--- src/rtl/fp32_to_int_conv_pkg.sv ---
// Shared FP32 types, class codes and integer saturation limits for the float datapath.
// Exponent thresholds for float-to-int conversion are derived from the bias.
package fp_pkg;

    typedef struct packed {
        logic        sign;
        logic [7:0]  exp;
        logic [22:0] frac;
    } fp32_t;

    typedef enum logic [2:0] {
        FP_ZERO,
        FP_SUBNORM,
        FP_NORMAL,
        FP_INF,
        FP_NAN
    } fp_class_e;

    localparam int FP32_BIAS    = 127;
    localparam int FP32_EXP_MAX = 255;

    localparam logic [31:0] INT32_MAX  = 32'h7FFF_FFFF;
    localparam logic [31:0] INT32_MIN  = 32'h8000_0000;
    localparam logic [31:0] UINT32_MAX = 32'hFFFF_FFFF;

    // Exponent where the mantissa LSB has weight 1, where the MSB is the 0.5 bit,
    // and where the value first exceeds the int32 / uint32 range.
    localparam logic [7:0] EXP_INT_LSB = 8'(FP32_BIAS + 23);
    localparam logic [7:0] EXP_HALF    = 8'(FP32_BIAS - 1);
    localparam logic [7:0] EXP_S_OVF   = 8'(FP32_BIAS + 31);
    localparam logic [7:0] EXP_U_OVF   = 8'(FP32_BIAS + 32);

endpackage

--- src/rtl/fp32_to_int_conv_if.sv ---
// Valid/ready stream bundle for the FP32-to-integer converter (operand in, result out).
// c_flags {invalid, inexact} exists only when FP2I_FLAGS_EN is defined.
interface fp32_to_int_conv_if;
    logic [31:0] a;
    logic        a_valid;
    logic        a_ready;
    logic [31:0] c;
    logic        c_valid;
    logic        c_ready;
`ifdef FP2I_FLAGS_EN
    logic [1:0]  c_flags;

    modport slave  (input  a, a_valid, c_ready, output a_ready, c, c_valid, c_flags);
    modport master (output a, a_valid, c_ready, input  a_ready, c, c_valid, c_flags);
`else
    modport slave  (input  a, a_valid, c_ready, output a_ready, c, c_valid);
    modport master (output a, a_valid, c_ready, input  a_ready, c, c_valid);
`endif
endinterface

--- src/rtl/fp32_to_int_conv_classify.sv ---
// Combinational FP32 unpack and class decode (shared with the adder special-case path).
// Latency: none. Backpressure: none, pure logic.
module fp32_classify
    import fp_pkg::*;
(
    input  fp32_t       a_i,
    output fp_class_e   cls_o,
    output logic        sign_o,
    output logic [23:0] mant_o
);

    always_comb begin
        sign_o = a_i.sign;
        mant_o = {a_i.exp != 8'd0, a_i.frac};
        cls_o  = FP_NORMAL;
        if (a_i.exp == 8'(FP32_EXP_MAX)) begin
            cls_o = (a_i.frac != 23'd0) ? FP_NAN : FP_INF;
        end else if (a_i.exp == 8'd0) begin
            cls_o = (a_i.frac != 23'd0) ? FP_SUBNORM : FP_ZERO;
        end
    end

endmodule

--- src/rtl/fp32_to_int_conv.sv ---
// FP32 -> int32/uint32 converter, RNE with saturation; optional flags via FP2I_FLAGS_EN.
// Latency 3 cycles, one result per cycle; ready propagates combinationally back through stages.
module fp32_to_int_conv
    import fp_pkg::*;
#(
    parameter int SIGNED = 1
) (
    input  logic               clk,
    input  logic               rst,
    fp32_to_int_conv_if.slave  io
);

    fp32_t a_in;
    assign a_in = io.a;

    logic v1_q, v2_q, v3_q;
    logic rdy1, rdy2, rdy3;

    assign rdy3       = !v3_q || io.c_ready;
    assign rdy2       = !v2_q || rdy3;
    assign rdy1       = !v1_q || rdy2;
    assign io.a_ready = rdy1 && !rst;
    assign io.c_valid = v3_q;

    // ---------------- S1: classify and plan the shift ----------------
    fp_class_e   cls1_d, cls1_q;
    logic        sign1_d, sign1_q;
    logic [23:0] mant1_d, mant1_q;
    logic        left1_d, left1_q;
    logic        tiny1_d, tiny1_q;
    logic        ovf1_d, ovf1_q;
    logic [7:0]  amt1_d, amt1_q;

    fp32_classify u_classify (
        .a_i    (a_in),
        .cls_o  (cls1_d),
        .sign_o (sign1_d),
        .mant_o (mant1_d)
    );

    always_comb begin
        left1_d = 1'b0;
        tiny1_d = 1'b0;
        amt1_d  = 8'd0;
        if (a_in.exp >= EXP_INT_LSB) begin
            left1_d = 1'b1;
            amt1_d  = (a_in.exp >= EXP_S_OVF) ? 8'd8 : (a_in.exp - EXP_INT_LSB);
        end else if (a_in.exp >= EXP_HALF) begin
            amt1_d = EXP_INT_LSB - a_in.exp;
        end else begin
            tiny1_d = 1'b1;
        end
        // -2^31 is the only e=158 value representable as int32.
        if (SIGNED != 0) begin
            ovf1_d = (a_in.exp >= EXP_S_OVF) &&
                     !(a_in.sign && (a_in.exp == EXP_S_OVF) && (a_in.frac == 23'd0));
        end else begin
            ovf1_d = (a_in.exp >= EXP_U_OVF);
        end
    end

    // ---------------- S2: barrel shift with guard/sticky ----------------
    fp_class_e   cls2_q;
    logic        sign2_q, ovf2_q;
    logic [31:0] mag2_d, mag2_q;
    logic        grd2_d, grd2_q;
    logic        stk2_d, stk2_q;
    logic [47:0] rsh;
    logic [31:0] lsh;

    always_comb begin
        rsh    = {mant1_q, 24'd0} >> amt1_q;
        lsh    = {8'd0, mant1_q} << amt1_q;
        mag2_d = 32'd0;
        grd2_d = 1'b0;
        stk2_d = 1'b0;
        case (cls1_q)
            FP_SUBNORM: stk2_d = 1'b1;
            FP_NORMAL: begin
                if (tiny1_q) begin
                    stk2_d = 1'b1;
                end else if (left1_q) begin
                    mag2_d = lsh;
                end else begin
                    mag2_d = {8'd0, rsh[47:24]};
                    grd2_d = rsh[23];
                    stk2_d = |rsh[22:0];
                end
            end
            default: ;
        endcase
    end

    // ---------------- S3: round, negate, saturate ----------------
    logic        inc3, is_nan3, sat3;
    logic [31:0] rmag3;
    logic [31:0] c_d, c_q;

    always_comb begin
        inc3    = grd2_q && (stk2_q || mag2_q[0]);
        rmag3   = mag2_q + {31'd0, inc3};
        is_nan3 = (cls2_q == FP_NAN);
        sat3    = is_nan3 || (cls2_q == FP_INF) || ovf2_q;
        if (SIGNED != 0) begin
            if (sat3) begin
                c_d = (is_nan3 || !sign2_q) ? INT32_MAX : INT32_MIN;
            end else begin
                c_d = sign2_q ? (~rmag3 + 32'd1) : rmag3;
            end
        end else begin
            if (is_nan3 || (sat3 && !sign2_q)) begin
                c_d = UINT32_MAX;
            end else if (sign2_q) begin
                c_d = 32'd0;
            end else begin
                c_d = rmag3;
            end
        end
    end

    always_ff @(posedge clk) begin
        if (rst) begin
            v1_q <= 1'b0;
            v2_q <= 1'b0;
            v3_q <= 1'b0;
            c_q  <= 32'd0;
        end else begin
            if (rdy1) v1_q <= io.a_valid;
            if (rdy2) v2_q <= v1_q;
            if (rdy3) begin
                v3_q <= v2_q;
                if (v2_q) c_q <= c_d;
            end
        end
    end

    // Datapath registers only move on a real load, so they need no reset.
    always_ff @(posedge clk) begin
        if (rdy1 && io.a_valid) begin
            cls1_q  <= cls1_d;
            sign1_q <= sign1_d;
            mant1_q <= mant1_d;
            left1_q <= left1_d;
            tiny1_q <= tiny1_d;
            ovf1_q  <= ovf1_d;
            amt1_q  <= amt1_d;
        end
        if (rdy2 && v1_q) begin
            cls2_q  <= cls1_q;
            sign2_q <= sign1_q;
            ovf2_q  <= ovf1_q;
            mag2_q  <= mag2_d;
            grd2_q  <= grd2_d;
            stk2_q  <= stk2_d;
        end
    end

    assign io.c = c_q;

`ifdef FP2I_FLAGS_EN
    logic       inv3, inx3;
    logic [1:0] flags_q;

    always_comb begin
        if (SIGNED != 0) begin
            inv3 = sat3;
        end else begin
            inv3 = is_nan3 || sat3 || (sign2_q && (rmag3 != 32'd0));
        end
        inx3 = !inv3 && (grd2_q || stk2_q);
    end

    always_ff @(posedge clk) begin
        if (rst) begin
            flags_q <= 2'b00;
        end else if (rdy3 && v2_q) begin
            flags_q <= {inv3, inx3};
        end
    end

    assign io.c_flags = flags_q;
`endif

endmodule

--- src/flat_wrapper.sv ---
// flat-port wrapper written by rule: the top's interface ports become plain ports
module fp32_to_int_conv_flat import fp_pkg::*;
#(
    parameter int SIGNED = 1
)
  (clk, rst, io_a, io_a_valid, io_c_ready, io_a_ready, io_c, io_c_valid);
  fp32_to_int_conv_if io_i ();
  input  logic clk;
  input  logic rst;
  input wire logic [$bits(io_i.a)-1:0] io_a;
  input wire logic [$bits(io_i.a_valid)-1:0] io_a_valid;
  input wire logic [$bits(io_i.c_ready)-1:0] io_c_ready;
  output wire logic [$bits(io_i.a_ready)-1:0] io_a_ready;
  output wire logic [$bits(io_i.c)-1:0] io_c;
  output wire logic [$bits(io_i.c_valid)-1:0] io_c_valid;
  assign io_i.a = io_a;
  assign io_i.a_valid = io_a_valid;
  assign io_i.c_ready = io_c_ready;
  assign io_a_ready = io_i.a_ready;
  assign io_c = io_i.c;
  assign io_c_valid = io_i.c_valid;
  fp32_to_int_conv #(.SIGNED(SIGNED)) u_core (.clk(clk), .rst(rst), .io(io_i));
endmodule
--- config.mk ---
export PLATFORM = sky130hd
export DESIGN_NAME = fp32_to_int_conv_flat
export DESIGN_NICKNAME = d
export VERILOG_FILES = /design/src/rtl/fp32_to_int_conv_pkg.sv /design/src/rtl/fp32_to_int_conv_if.sv /design/src/rtl/fp32_to_int_conv_classify.sv /design/src/rtl/fp32_to_int_conv.sv /design/src/flat_wrapper.sv
export SDC_FILE = /design/constraint.sdc
export NUM_CORES = 1
export LEC_CHECK = 0
export CAP_MARGIN = 20
export CORE_ASPECT_RATIO = 2
export CORE_MARGIN = 1.5
export CORE_UTILIZATION = 65
export DETAILED_ROUTE_END_ITERATION = 8
export PLACE_DENSITY = 0.87
export SETUP_SLACK_MARGIN = 0.15
export SYNTH_ARGS = -nofsm -noshare
export SYNTH_HDL_FRONTEND = slang
export SYNTH_SLANG_ARGS = --single-unit
--- constraint.sdc ---
create_clock -name clk -period 12.75 [get_ports clk]
set_input_delay 1.9125 -clock clk [delete_from_list [all_inputs] [get_ports clk]]
set_output_delay 1.9125 -clock clk [all_outputs]
set_load 0.1 [all_outputs]
After elaboration in Yosys (flattened, before gate mapping):

Cells that the tools add are included.

* input bits: 36
* register bits: 113

* mux-type cells: 16
* bitwise gates (word level): 3
* $add $sub $neg: 4
* $lt $le $gt $ge: 3
* equality and inequality tests: 6
* shifts and indexed selects: 2
* reductions and logical operators: 29

Operators by type and width (number)
* $mux 32: 3
* $shr 48x8->48: 1
* $add 32x1->32: 1
* $add 32x1->32 const B: 1
* $not 32->32: 1
* $shl 24x8->32: 1
* $mux 24: 1
* $mux 8: 3
* $logic_not 23->1: 1
* $reduce_bool 23->1: 1
* $reduce_or 23->1: 1
* $eq 8x8->1 const B: 2
* $ge 8x8->1 const B: 2
* $ge 8x7->1 const B: 1
* $logic_not 8->1: 1
* $reduce_bool 8->1: 1
* $sub 8x8->8 const A: 1
* $sub 8x8->8 const B: 1
* $logic_and 1x1->1: 7
* $logic_or 1x1->1: 7
* $eq 3x2->1 const B: 2
* $logic_not 1->1: 6
* $mux 3: 2
* $reduce_or 3->1: 2
* 8 further kinds: 13

Depth between registers and ports, before layout:

Gate-level depths: netlist of run 1.

* depth after elaboration: 7
* gate-level depth with buffers: 13
* mapped depth without buffers: 11

Cells and area by module:

From an unflattened synthesis of run 1, not the netlist that was laid out.

* cell total of the unflattened synthesis: 1147
* area total of the unflattened synthesis: 9339.0 um2

By module, submodules not included
* fp32_to_int_conv: area each 9042.4 um2, times used 1, sequential area each 3042.9 um2, cells each 1104
* fp32_classify: area each 296.5 um2, times used 1, sequential area each 0.0 um2, cells each 43

Worst setup path before layout of run 1:

No wires, ideal clock.

* path type: in2out
* start point: input rst
* end point: output io_a_ready
* path buffers: 2
* stages: 3
* data arrival time: 3.554 ns
* slack: 7.283 ns
* required time: 10.837 ns
* path through: clkbuf_1 -> clkbuf_1 -> nor2_1

* word-level cells in the longest chain between the ends: 2

Ends and longest elaborated chain
* from (decl): RTL line flat_wrapper.sv:9 `input logic rst;`
* $logic_not 1->1: RTL line fp32_to_int_conv.sv:22 `assign io.a_ready = rdy1 && !rst;`
* $logic_and 1x1->1: RTL line fp32_to_int_conv.sv:22
* to (decl): RTL line flat_wrapper.sv:13 `output wire logic [$bits(io_i.a_ready)-1:0] io_a_ready;`

No other way between the ends.

Worst setup path in the final report of run 1:

* start point: input io_c_ready
* end point: output io_a_ready

* word-level cells in the longest chain between the ends: 4

Ends and longest elaborated chain
* from (decl): RTL line flat_wrapper.sv:12 `input wire logic [$bits(io_i.c_ready)-1:0] io_c_ready;`
* $logic_or 1x1->1: RTL line fp32_to_int_conv.sv:19 `assign rdy3 = !v3_q || io.c_ready;`
* $logic_or 1x1->1: RTL line fp32_to_int_conv.sv:20 `assign rdy2 = !v2_q || rdy3;`
* $logic_or 1x1->1: RTL line fp32_to_int_conv.sv:21 `assign rdy1 = !v1_q || rdy2;`
* $logic_and 1x1->1: RTL line fp32_to_int_conv.sv:22

No other way between the ends.

==> impl_metrics.json, run 1 <==
{
  "vias": 8718,
  "setup_tns_ps": 0,
  "layout_min_cycle_time_ps": 5939,
  "wl_um": 27690,
  "worst_path_most_repeated_cell": "clkdlybuf4s50_1",
  "design_area_um2": 10520,
  "port_buffers": 69,
  "synthTopCellsByArea": "edfxtp_1, dfxtp_1, mux2i_1",
  "reg2reg_to": "u_core.io.c[31]",
  "worstSetupStartpointType": "input pin",
  "gp_congestion": 1.087,
  "cts_resized": 0,
  "start_util": 0.6617,
  "synth_async_sr_flop_share": 0,
  "synth_area_per_cell_um2": 8.495,
  "worstPathArrival_ps": 4030,
  "final_common_cell": "nor2_1",
  "grt_setup_unrepaired": "false",
  "pwr_density_cell_nw_per_um2": 120.6,
  "finalClockSkew_ps": 9.200,
  "drv_slew": 0,
  "antenna_left": 0,
  "grt_pass1_wl_um": 43880,
  "yosysSeqAreaShare": 0.3311,
  "syn_nets": 1126,
  "cts-hold-fix-buffers": 0,
  "die_area_um2": 14910,
  "syn_area_um2": 9191,
  "r2r_setup_slack_ps": 8430,
  "path_depth": 5,
  "root_buffer": "clkbuf_16",
  "routedWlPerCell_um": 21.20,
  "rows": 61,
  "track_usage": 0.3901,
  "synth_cell_types": 80,
  "cp_cell_sequence": "clkdlybuf4s50_1 -> nor2b_1 -> and3_1 -> nor2_1 -> clkdlybuf4s50_1",
  "hold_class": "flop to flop",
  "endpoint": "io_a_ready",
  "worstMarginPinSlew_ps": 986.6,
  "final_cell_mix": "nor2_1, a21oi_1, nand2_1, edfxtp_1, clkdlybuf4s50_1",
  "htreeDepth": 4,
  "cp.required_ps": 10840,
  "reg2regPathDepth": 11,
  "layout.nets": 1148,
  "cp_slowest_cell": "clkdlybuf4s50_1",
  "drt_iter0_markers": 656,
  "area_delta_synth_final_pct": 14.47,
  "clockBufferDepth": 2,
  "placed_area_um2": 9888,
  "grt_max_degree": 81,
  "layout-drive-gt1-share": 0.09311,
  "worst-path-buf-inv": 2,
  "grt_pass1_vias": 8536,
  "reg2reg_from": "u_core.mag2_q[0]",
  "setup-violations-final": 0,
  "drc_errors": 0,
  "critical-path-top-delay-family": "buffers and inverters",
  "run_status": "complete, no violations",
  "postCtsSetupRepairBufs": 0,
  "num_antenna_cells": 0,
  "die_y_um": 171.2,
  "synth-main-ff-cell": "edfxtp_1",
  "p_leak_nw": 3.594,
  "core_um2": 13890,
  "synth-seq-cells": 113,
  "maxSlewHeadroom": 0.3402,
  "via_per_inst": 6.675,
  "first_pass_iters": 5,
  "peakVddDrop_mv": 0.09831,
  "max_freq_ghz": 0.1684,
  "ys_warn_count": 0,
  "dp_hpwl_um": 20600,
  "cts.sinks": 113,
  "hold_viol": 0,
  "cap_violations": 0,
  "cts_buffers": 17,
  "grt.overflow.total": 0,
  "synthCells": 1082,
  "slowest_delay_ps": 970,
  "critPathKind": "input pin to primary output",
  "clock_latency_ps": 420,
  "startpoint": "io_c_ready",
  "yosysTopAreaCellShare": 0.2548,
  "worstSetupEndpointType": "primary output",
  "period_share": 0.4658,
  "cts.clk_slew.worst_paths_ps": 50,
  "ios": 70,
  "fillers": 1040,
  "antenna_found_initial": 0,
  "synth_edf_count": 78,
  "dieWidth_um": 87.09,
  "path_max_fanout": 5,
  "cts_tree": "yes",
  "synth_top_cell_by_area": "edfxtp_1"
}
-- registers in the layout, summed over array words and instances, names as in the netlist --
signal and flops:
u_core.io.c 32, u_core.mag2_q 32, u_core.mant1_q 24, u_core.amt1_q 8
u_core.cls1_q 3, u_core.cls2_q 3, u_core.grd2_q 1, u_core.io.c_valid 1
u_core.left1_q 1, u_core.ovf1_q 1, u_core.ovf2_q 1, u_core.sign1_q 1
u_core.sign2_q 1, u_core.stk2_q 1, u_core.tiny1_q 1, u_core.v1_q 1
u_core.v2_q 1
-- worst reg2reg max path, stage by stage (launching register included) --
cell and delay (ps):
edfxtp_1 370, o21a_1 130, ha_1 380, ha_1 430
nand3_2 360, nor4_4 620, nand2_1 130, xor2_1 560
o2111ai_2 350, o41ai_2 460, nor3_1 120, a2111oi_2 330
-- stage by stage --
stage	utilization	hold slack, ps	cells	setup slack [ps]	power [mW]
3_3_place_gp	0.7119	403.1	1272	6827	0.7795
4_1_cts	0.7545	419.6	1304	6801	1.260
6_report	0.7574	421.3	1306	6811	1.269
3_5_place_dp	0.7119	407.1	1272	6807	0.7833
5_1_grt	0.7574	424.2	1306	6657	1.317
2_1_floorplan	-	400.3	1082	7283	0.6938
-- worst min-delay path by stage --
| stage | from | endpoint | slack, ps | depth (start not counted) |
|---|---|---|---|---|
| global route | u_core.sign1_q | u_core.sign2_q | 420 | 0 |
| CTS | u_core.sign1_q | u_core.sign2_q | 420 | 0 |
| global placement | u_core.sign1_q | u_core.sign2_q | 400 | 0 |
| floorplan | u_core.ovf1_q | u_core.ovf2_q | 400 | 0 |
| detailed placement | u_core.sign1_q | u_core.sign2_q | 410 | 0 |
| finish | u_core.ovf1_q | u_core.ovf2_q | 420 | 0 |
-- per-layer routing --
layer,vias to the layer above,global-route usage,routed length [um],share of wire
met2,374,0.6913,14460,0.52
met4,0,0.3696,2910,0.11
met3,144,0.07294,1310,0.047
li1,4096,-,-,-
met1,4104,0.3603,9012,0.33
met5,-,0,0,0
-- logic make-up (layout without fill, tap and decap cells) --
family / after synthesis / count (layout) / synth area share
fa+ha+maj: 8 / 8 / 0.01089
mux: 94 / 94 / 0.1261
xor+xnor: 61 / 61 / 0.05813
compound gates: 289 / 289 / 0.2004
flops: 113 / 113 / 0.3311
simple gates: 417 / 417 / 0.2277
buf+inv: 100 / 135 / 0.04574
-- cells in the mapped netlist, drive strengths merged, types with 4 or more instances --
master  number
nor4        16
nand2       86
a211oi      12
a32oi        4
a22oi       13
or3          8
nand4       14
mux2        24
a21boi       5
or2          7
inv         19
nor2       127
and3        12
o21a         4
mux4        15
o211ai      10
nor2b       16
xor2        27
a221oi       6
nand3       40
edfxtp      78
o22ai       12
ha           8
a21o         6
and2         9
nand2b      11
o31ai        8
a31oi       13
nor3        48
clkbuf      52
o21ai       70
xnor2       34
and4         4
or4          6
dfxtp       35
buf         29
mux2i       55
o31a         5
a21oi       87
a211o        6
-- final cells by class --
cell class	count	area (um2)	area share
Sequential cell	113	3043	0.2892
Clock inverter	14	163.9	0.01558
Inverter	19	71.32	0.006778
Timing Repair Buffer	84	828.3	0.07873
Clock buffer	18	429.2	0.04079
Tap cell	189	236.5	0.02248
Multi-Input combinational cell	869	5749	0.5464
-- report_power, final --
group	internal, mW	total [mW]	switching, mW
Sequential	0.417	0.444	0.0267
Clock	0.306	0.479	0.173
Combinational	0.121	0.347	0.226
Total	0.844	1.27	0.425
Note: power is estimated with default switching activity, not from simulation.
==> run 2, diff against run 1 <==
--- a/config.mk
+++ b/config.mk
@@ -8,9 +8,9 @@
 export CAP_MARGIN = 20
 export CORE_ASPECT_RATIO = 2
 export CORE_MARGIN = 1.5
-export CORE_UTILIZATION = 65
+export CORE_UTILIZATION = 54
 export DETAILED_ROUTE_END_ITERATION = 8
-export PLACE_DENSITY = 0.87
+export PLACE_DENSITY = 0.78
 export SETUP_SLACK_MARGIN = 0.15
 export SYNTH_ARGS = -nofsm -noshare
 export SYNTH_HDL_FRONTEND = slang
==> constraint.sdc (replaced) <==
create_clock -name clk -period 4.8 [get_ports clk]
set_input_delay 0.72 -clock clk [delete_from_list [all_inputs] [get_ports clk]]
set_output_delay 0.72 -clock clk [all_outputs]
set_load 0.1 [all_outputs]
==> impl_metrics.json, run 2 (synthesis gave the netlist of run 1 again) <==
{
  "vias": 8584,
  "finish.utilization": 0.6365,
  "wl_met1_um": 9624,
  "grt_setup_unrepaired": "false",
  "htreeDepth": 4,
  "routedWlPerCell_um": 22.69,
  "area_delta_synth_final_pct": 15.53,
  "dp_hpwl_um": 23460,
  "hp-start": "u_core.ovf1_q",
  "routed-wl-met2_um": 16360,
  "antenna_found_initial": 1,
  "fillers": 1441,
  "layout-drive-gt1-share": 0.1031,
  "combinationalPowerShare": 0.274,
  "port_buffers": 69,
  "placedCellCount": 1298,
  "sw_frac_of_total": 0.3390,
  "cts_tree": "yes",
  "gp_congestion": 1.042,
  "cp.required_ps": 5120,
  "final_common_cell": "nor2_1",
  "fin_cells": 1332,
  "reg2reg_from": "u_core.stk2_q",
  "clkPwrFrac": 0.376,
  "worstSetupEndpointType": "flop",
  "via_per_inst": 6.444,
  "worst_slack_ps": 925.0,
  "setup-violations-final": 0,
  "placed_area_um2": 9986,
  "drt_iter0_markers": 465,
  "cts.sinks": 113,
  "dr.max_layer_used": "met4",
  "wl_um": 30220,
  "antenna_left": 0,
  "layout.nets": 1156,
  "max_freq_ghz": 0.2581,
  "p_leak_nw": 3.648,
  "hold_depth": 0,
  "postCtsSetupRepairBufs": 0,
  "place_ws_ps": 968.7,
  "first_pass_iters": 5,
  "hold_viol": 0,
  "finalClockSkew_ps": 5.220,
  "drv_slew": 0,
  "wl_met3_um": 1154,
  "setup_tns_ps": 0,
  "maxSlewHeadroom": 0.2138,
  "reg2reg_to": "u_core.io.c[31]",
  "run_status": "complete, no violations",
  "num_antenna_cells": 0,
  "cts_resized": 0,
  "core_um2": 16680,
  "worstSetupStartpointType": "flop",
  "peakVddDrop_mv": 0.2553,
  "period_share": 0.8073,
  "cap_violations": 0,
  "grt_pass1_wl_um": 46730,
  "rows": 67,
  "grt.overflow.total": 0,
  "hold_end": "u_core.ovf2_q",
  "power.switching_mw": 1.153,
  "layout_min_cycle_time_ps": 3875,
  "clockBufferDepth": 2,
  "cts.clk_slew.worst_paths_ps": 60,
  "p_seq_frac": 0.350,
  "dieWidth_um": 95.25,
  "grt_pass1_vias": 8456,
  "die_area_um2": 17860,
  "pwr_density_cell_nw_per_um2": 320.4,
  "p_int_mw": 2.249,
  "worstPathArrival_ps": 4190,
  "cts_buffers": 17,
  "track_usage": 0.3529,
  "reg2regPathDepth": 11,
  "ios": 70,
  "r2r_setup_slack_ps": 930,
  "design_area_um2": 10620,
  "worstMarginPinSlew_ps": 1167,
  "cts-hold-fix-buffers": 0,
  "grt_max_degree": 65,
  "die_y_um": 187.5,
  "clock_latency_ps": 420,
  "root_buffer": "clkbuf_16",
  "final_cell_mix": "nor2_1, a21oi_1, nand2_1, edfxtp_1, clkdlybuf4s50_1",
  "critPathKind": "flop to flop",
  "hold_class": "flop to flop",
  "drc_errors": 0,
  "path_max_fanout": 12,
  "start_util": 0.5510
}
run 2: how the worst max path moves through the flow:
| stage | from | end | slack (ps) | cells past startpoint |
|---|---|---|---|---|
| 4_1_cts | u_core.mag2_q[0] | u_core.io.c[31] | 930 | 11 |
| 3_3_place_gp | u_core.amt1_q[0] | u_core.stk2_q | 1040 | 9 |
| 6_report | u_core.stk2_q | u_core.io.c[31] | 930 | 11 |
| 5_1_grt | u_core.mag2_q[0] | u_core.io.c[31] | 550 | 11 |
| 2_1_floorplan | u_core.io.c_valid | u_core.cls2_q[0] | 470 | 2 |
| 3_5_place_dp | u_core.mag2_q[0] | u_core.io.c[31] | 970 | 11 |
run 2: stage by stage:
stage | hold slack [ps] | total power, mW
2_1_floorplan | 400.3 | 1.843
3_3_place_gp | 404.2 | 2.108
3_5_place_dp | 409.9 | 2.112
4_1_cts | 422.6 | 3.390
6_report | 421.2 | 3.402
5_1_grt | 430.5 | 3.524
run 2: final cells by class:
| class | instances | area (um2) | share of cell area |
|---|---|---|---|
| multi-input combinational | 869 | 5754 | 0.5419 |
| sequential | 113 | 3043 | 0.2866 |
| timing repair buffer | 92 | 898.4 | 0.08460 |
| clock buffer | 18 | 429.2 | 0.04041 |
| tap | 207 | 259.0 | 0.02439 |
| clock inverter | 14 | 163.9 | 0.01544 |
| inverter | 19 | 71.32 | 0.006716 |
run 2: power groups by stage:
stage | Combinational [mW] | Sequential [mW] | Clock (mW)
global placement | 0.902 | 1.21 | 0
floorplan | 0.565 | 1.28 | 0
detailed placement | 0.903 | 1.21 | 0
finish | 0.931 | 1.19 | 1.28
CTS | 0.909 | 1.19 | 1.29
global route | 0.995 | 1.20 | 1.33
run 2: worst max-delay path, stage by stage (launching register included):
cell and delay, ps:
edfxtp_1 340, o21a_1 130, ha_1 280, ha_1 350
nand3_2 330, nor4_4 590, nand2_1 130, xor2_1 440
o2111ai_2 300, o41ai_2 430, nor3_1 110, a2111oi_2 330
run 2: routing by layer:
layer | vias to the layer above | global-route usage
met4 | 0 | 0.3100
met3 | 119 | 0.06448
met1 | 4037 | 0.3137
met5 | - | 0
li1 | 4102 | -
met2 | 326 | 0.6405
